`src/rtl/fetch_unit.sv`:
```
// fetch_unit: instruction fetch stage with PC register and IF/ID latch
//
// Ports:
//   CLK            sole clock, rising edge
//   nRST           synchronous active-high reset
//   ifid_en        IF/ID latch enable (0 = stall)
//   ifid_sRST      IF/ID bubble insert
//   redirect       taken branch/jump, target in redirect_addr
//   redirect_addr  redirect target (low two bits ignored)
//   halt           halt reached memory stage
//   ihit / iload   instruction memory response
//   imemREN        instruction read request
//   imemaddr       word-aligned fetch address
//   instr_id       IF/ID instruction
//   pcplus4_id     IF/ID PC+4 of instr_id
//   valid_id       IF/ID holds a real instruction
//   halted         fetch permanently stopped until reset
//
// Optional feature: define FETCH_SKID_EN to add a one-entry skid buffer that
// keeps a word returned during a stall instead of re-fetching it.
module fetch_unit #(
    parameter logic [31:0] RESET_PC = 32'h00000000
) (
    input  logic        CLK,
    input  logic        nRST,
    input  logic        ifid_en,
    input  logic        ifid_sRST,
    input  logic        redirect,
    input  logic [31:0] redirect_addr,
    input  logic        halt,
    input  logic        ihit,
    input  logic [31:0] iload,
    output logic        imemREN,
    output logic [31:0] imemaddr,
    output logic [31:0] instr_id,
    output logic [31:0] pcplus4_id,
    output logic        valid_id,
    output logic        halted
);
    typedef enum logic [1:0] {FETCH, SKID, HALT} state_t;
    state_t state;
    logic [31:0] pc;
    logic [31:0] pc4;
`ifdef FETCH_SKID_EN
    logic [31:0] skid_instr;
    logic [31:0] skid_pc4;
`endif
    assign pc4      = pc + 32'd4;
    assign imemaddr = {pc[31:2], 2'b00};
    assign imemREN  = state == FETCH;
    assign halted   = state == HALT;
    always_ff @(posedge CLK) begin
        if (nRST) begin
            state      <= FETCH;
            pc         <= RESET_PC;
            instr_id   <= '0;
            pcplus4_id <= '0;
            valid_id   <= 1'b0;
        end else if (state == HALT || halt) begin
            state <= HALT;
            if (ifid_sRST) begin
                instr_id <= '0;
                valid_id <= 1'b0;
            end
        end else if (redirect) begin
            // the same-cycle ihit is dropped, so an open latch takes a bubble
            state <= FETCH;
            pc    <= {redirect_addr[31:2], 2'b00};
            if (ifid_sRST || ifid_en) begin
                instr_id <= '0;
                valid_id <= 1'b0;
            end
        end else if (ifid_sRST) begin
            instr_id <= '0;
            valid_id <= 1'b0;
        end else if (state == SKID) begin
`ifdef FETCH_SKID_EN
            if (ifid_en) begin
                state      <= FETCH;
                instr_id   <= skid_instr;
                pcplus4_id <= skid_pc4;
                valid_id   <= 1'b1;
            end
`endif
        end else if (ifid_en) begin
            // no returned word means the open latch takes a bubble
            instr_id <= ihit ? iload : 32'd0;
            valid_id <= ihit;
            if (ihit) begin
                pcplus4_id <= pc4;
                pc         <= pc4;
            end
        end
`ifdef FETCH_SKID_EN
        else if (ihit) begin
            state      <= SKID;
            skid_instr <= iload;
            skid_pc4   <= pc4;
            pc         <= pc4;
        end
`endif
    end
endmodule
```
`config.mk`:
```
export PLATFORM = sky130hd
export DESIGN_NAME = fetch_unit
export DESIGN_NICKNAME = d
export VERILOG_FILES = /design/src/rtl/fetch_unit.sv
export SDC_FILE = /design/constraint.sdc
export NUM_CORES = 1
export LEC_CHECK = 0
export ABC_CLOCK_PERIOD_IN_PS = 2600
export CAP_MARGIN = 40
export CORE_ASPECT_RATIO = 0.5
export CORE_UTILIZATION = 45
export CTS_CLUSTER_SIZE = 10
export DETAILED_ROUTE_END_ITERATION = 8
export PLACE_DENSITY = 0.88
export SLEW_MARGIN = 30
export SYNTH_ARGS = -nofsm -noshare
export SYNTH_HDL_FRONTEND = slang
export SYNTH_SLANG_ARGS = --single-unit
```
`constraint.sdc`:
```
create_clock -name CLK -period 2.6 [get_ports CLK]
set_clock_uncertainty 0.15 [all_clocks]
set_input_delay 0.52 -clock CLK [delete_from_list [all_inputs] [get_ports CLK]]
set_output_delay 0.52 -clock CLK [all_outputs]
set_load 0.02 [all_outputs]
```
==> impl_metrics.ini <==
[sta]
hold_violations = 0
slew_headroom = 0.504
fmax_ghz = 0.425
finalCriticalPeriod_ps = 2350
tightestPinTransition_ps = 741
slew_viol_final = 0
hold_ws_ps = 313
finalCritPeriodShare = 0.905
rsz0062_at_grt = false
setup_viol = 0

[run]
cap_violations = 0

[synthesis]
ys_seq_elements = 94
synthFlopType = dfxtp_1
ys_warn_count = 0
ys_seq_area_frac = 0.404
synth_cells = 573
ys_types = 53
synth_area_mm2 = 0.00466
async_reset_ff_frac = 0
syn_area_per_cell_um2 = 8.13
synth-edff-count = 0

[clock_network]
cts_made_buffers = 9
clkSlewWorstSetupHoldPaths_ps = 60
h-tree-depth = 3
cts_resized = 0
cts.sinks = 94
cts_hold_buffers = 0
cts_tree = yes
clockBufferDepth = 2
cts-root-buf = clkbuf_16
clk_latency_ps = 340
post_cts_buffers = 0

[floorplanning]
fp.coreArea_mm2 = 0.00976
start_util = 0.478
die_area_mm2 = 0.0108
dieHeight_um = 74.0
row_count = 25
io_pins = 170
die_w_um = 146

[cells_and_area]
fin_cells = 860
drive_gt1_frac = 0.0855
mostFrequentLayoutCell = clkdlybuf4s50_1
antenna_cells = 0
final_cell_mix = clkdlybuf4s50_1, dfxtp_1, nor2_1, nand2_1
fin_nets = 793
area_growth_pct = 44.7

[placement]
gp_congestion = 0.870
placed_cells = 844
dp_hpwl_um = 10300
port_buffers = 163

[grt]
overflow = 0
antenna_found_initial = 0
grt_max_degree = 64
grt_pass1_vias = 4885
grt_pass1_wl_um = 23700
grt_usage = 0.274

[setup_path]
end_kind = flop
r2r_cells = 4
reg2reg_slack_ps = 250
cp.required_ps = 2700
cp.arrival_ps = 2450
crit_path_max_fanout = 9
worst-setup-path-type = flop to flop
start_kind = flop

[power_and_ir_drop]
ir_drop_mv = 0.320
leakagePower_nw = 2.25
powerDensity_mw_per_mm2 = 472
p_total_mw = 3.19

[route]
drc_errors = 0
drt_wl_total_um = 15000
initialDrtViolationCount = 504
via_per_inst = 6.07
vias = 5223
firstDrtPassIters = 6
wl_per_cell_um = 17.4
postRouteAntennaNets = 0

[worst_hold_path]
hp-class = flop to flop
holdPathStages = 2

[status]
status = finished, final reports clean
flip-flops by register name (all words and copies together) (netlist names):
signal / flops
state: 1
pcplus4_id: 30
pc: 30
instr_id: 32
valid_id: 1
cell usage after synthesis, types with 2 or more instances:
cell	number	area, um2
nor3_1	11	55.1
or4_1	10	75.1
a211oi_1	20	150
nand3_2	2	20.0
nor4_1	12	75.1
buf_2	9	45.0
nor2b_1	4	25.0
a22oi_1	32	240
nand4_2	2	25.0
xor2_1	2	17.5
xnor2_1	12	105
or2_1	2	12.5
nor2_1	79	297
a32o_1	7	70.1
or2_2	3	18.8
dfxtp_1	94	1880
o41ai_1	6	52.6
and3_1	11	68.8
o22ai_1	2	12.5
nand2b_1	3	18.8
a31oi_1	8	50.1
or3_1	11	68.8
inv_1	3	11.3
a21oi_1	22	110
a22o_1	5	43.8
buf_1	6	22.5
o31ai_1	10	75.1
a21o_1	5	37.5
a311oi_1	9	78.8
nand3_1	5	25.0
o311ai_0	2	17.5
buf_4	4	30.0
o211ai_1	7	52.6
o21ai_0	23	115
nand4_1	17	106
clkbuf_1	45	169
nand2_1	45	169
and4_1	8	70.1
kinds of logic (layout without fill, tap and decap cells):
family | after synthesis | count (layout) | share of synthesized area
buf+inv | 67 | 216 | 0.0596
compound gates | 165 | 165 | 0.250
mux | 1 | 1 | 0.00215
fa+ha+maj | 1 | 1 | 0.00268
other cells | 1 | 4 | 0.000805
flops | 94 | 94 | 0.404
xor+xnor | 14 | 14 | 0.0263
simple gates | 230 | 230 | 0.254
metal layers:
layer,part of all wire,track usage
met2,0.46,0.450
met1,0.41,0.332
met3,0.10,0.103
met5,0,0
met4,0.026,0.115
per-stage QoR:
step                cell area (um2)  worst slack [ps]  TNS [ps]   util
global placement               6480              48.0         0  0.664
detailed placement             6480             -74.2     -96.8  0.664
floorplan                      4670               141         0      -
CTS                            6740               271         0  0.690
global route                   6740               110         0  0.691
finish                         6740               246         0  0.691
worst paths after layout:
path / start / end
min reg2reg: pcplus4_id[2]$_SDFFE_PP0P_ / pcplus4_id[2]$_SDFFE_PP0P_
max: pc[19]$_SDFFE_PP0P_ / pcplus4_id[28]$_SDFFE_PP0P_
max reg2reg: pc[19]$_SDFFE_PP0P_ / pcplus4_id[28]$_SDFFE_PP0P_
min: pcplus4_id[2]$_SDFFE_PP0P_ / pcplus4_id[2]$_SDFFE_PP0P_
critical path: stages (launching register included):
cell	delay, ps
dfxtp_1	540
nand4_1	310
or4_1	610
or4_1	410
a311oi_1	260
power by group:
group          switching [mW]  internal [mW]  total, mW
Combinational           0.230          0.234      0.465
Sequential             0.0604           1.48       1.54
Clock                   0.548          0.636       1.18
layout make-up:
| type | count | area (um2) |
|---|---|---|
| clock inverter | 5 | 27.5 |
| timing repair buffer | 198 | 1910 |
| multi-input combinational | 415 | 2520 |
| tap | 135 | 169 |
| clock buffer | 10 | 229 |
| fill | 795 | 3020 |
| inverter | 3 | 11.3 |
| sequential | 94 | 1880 |
(Power assumes the default switching activity.)
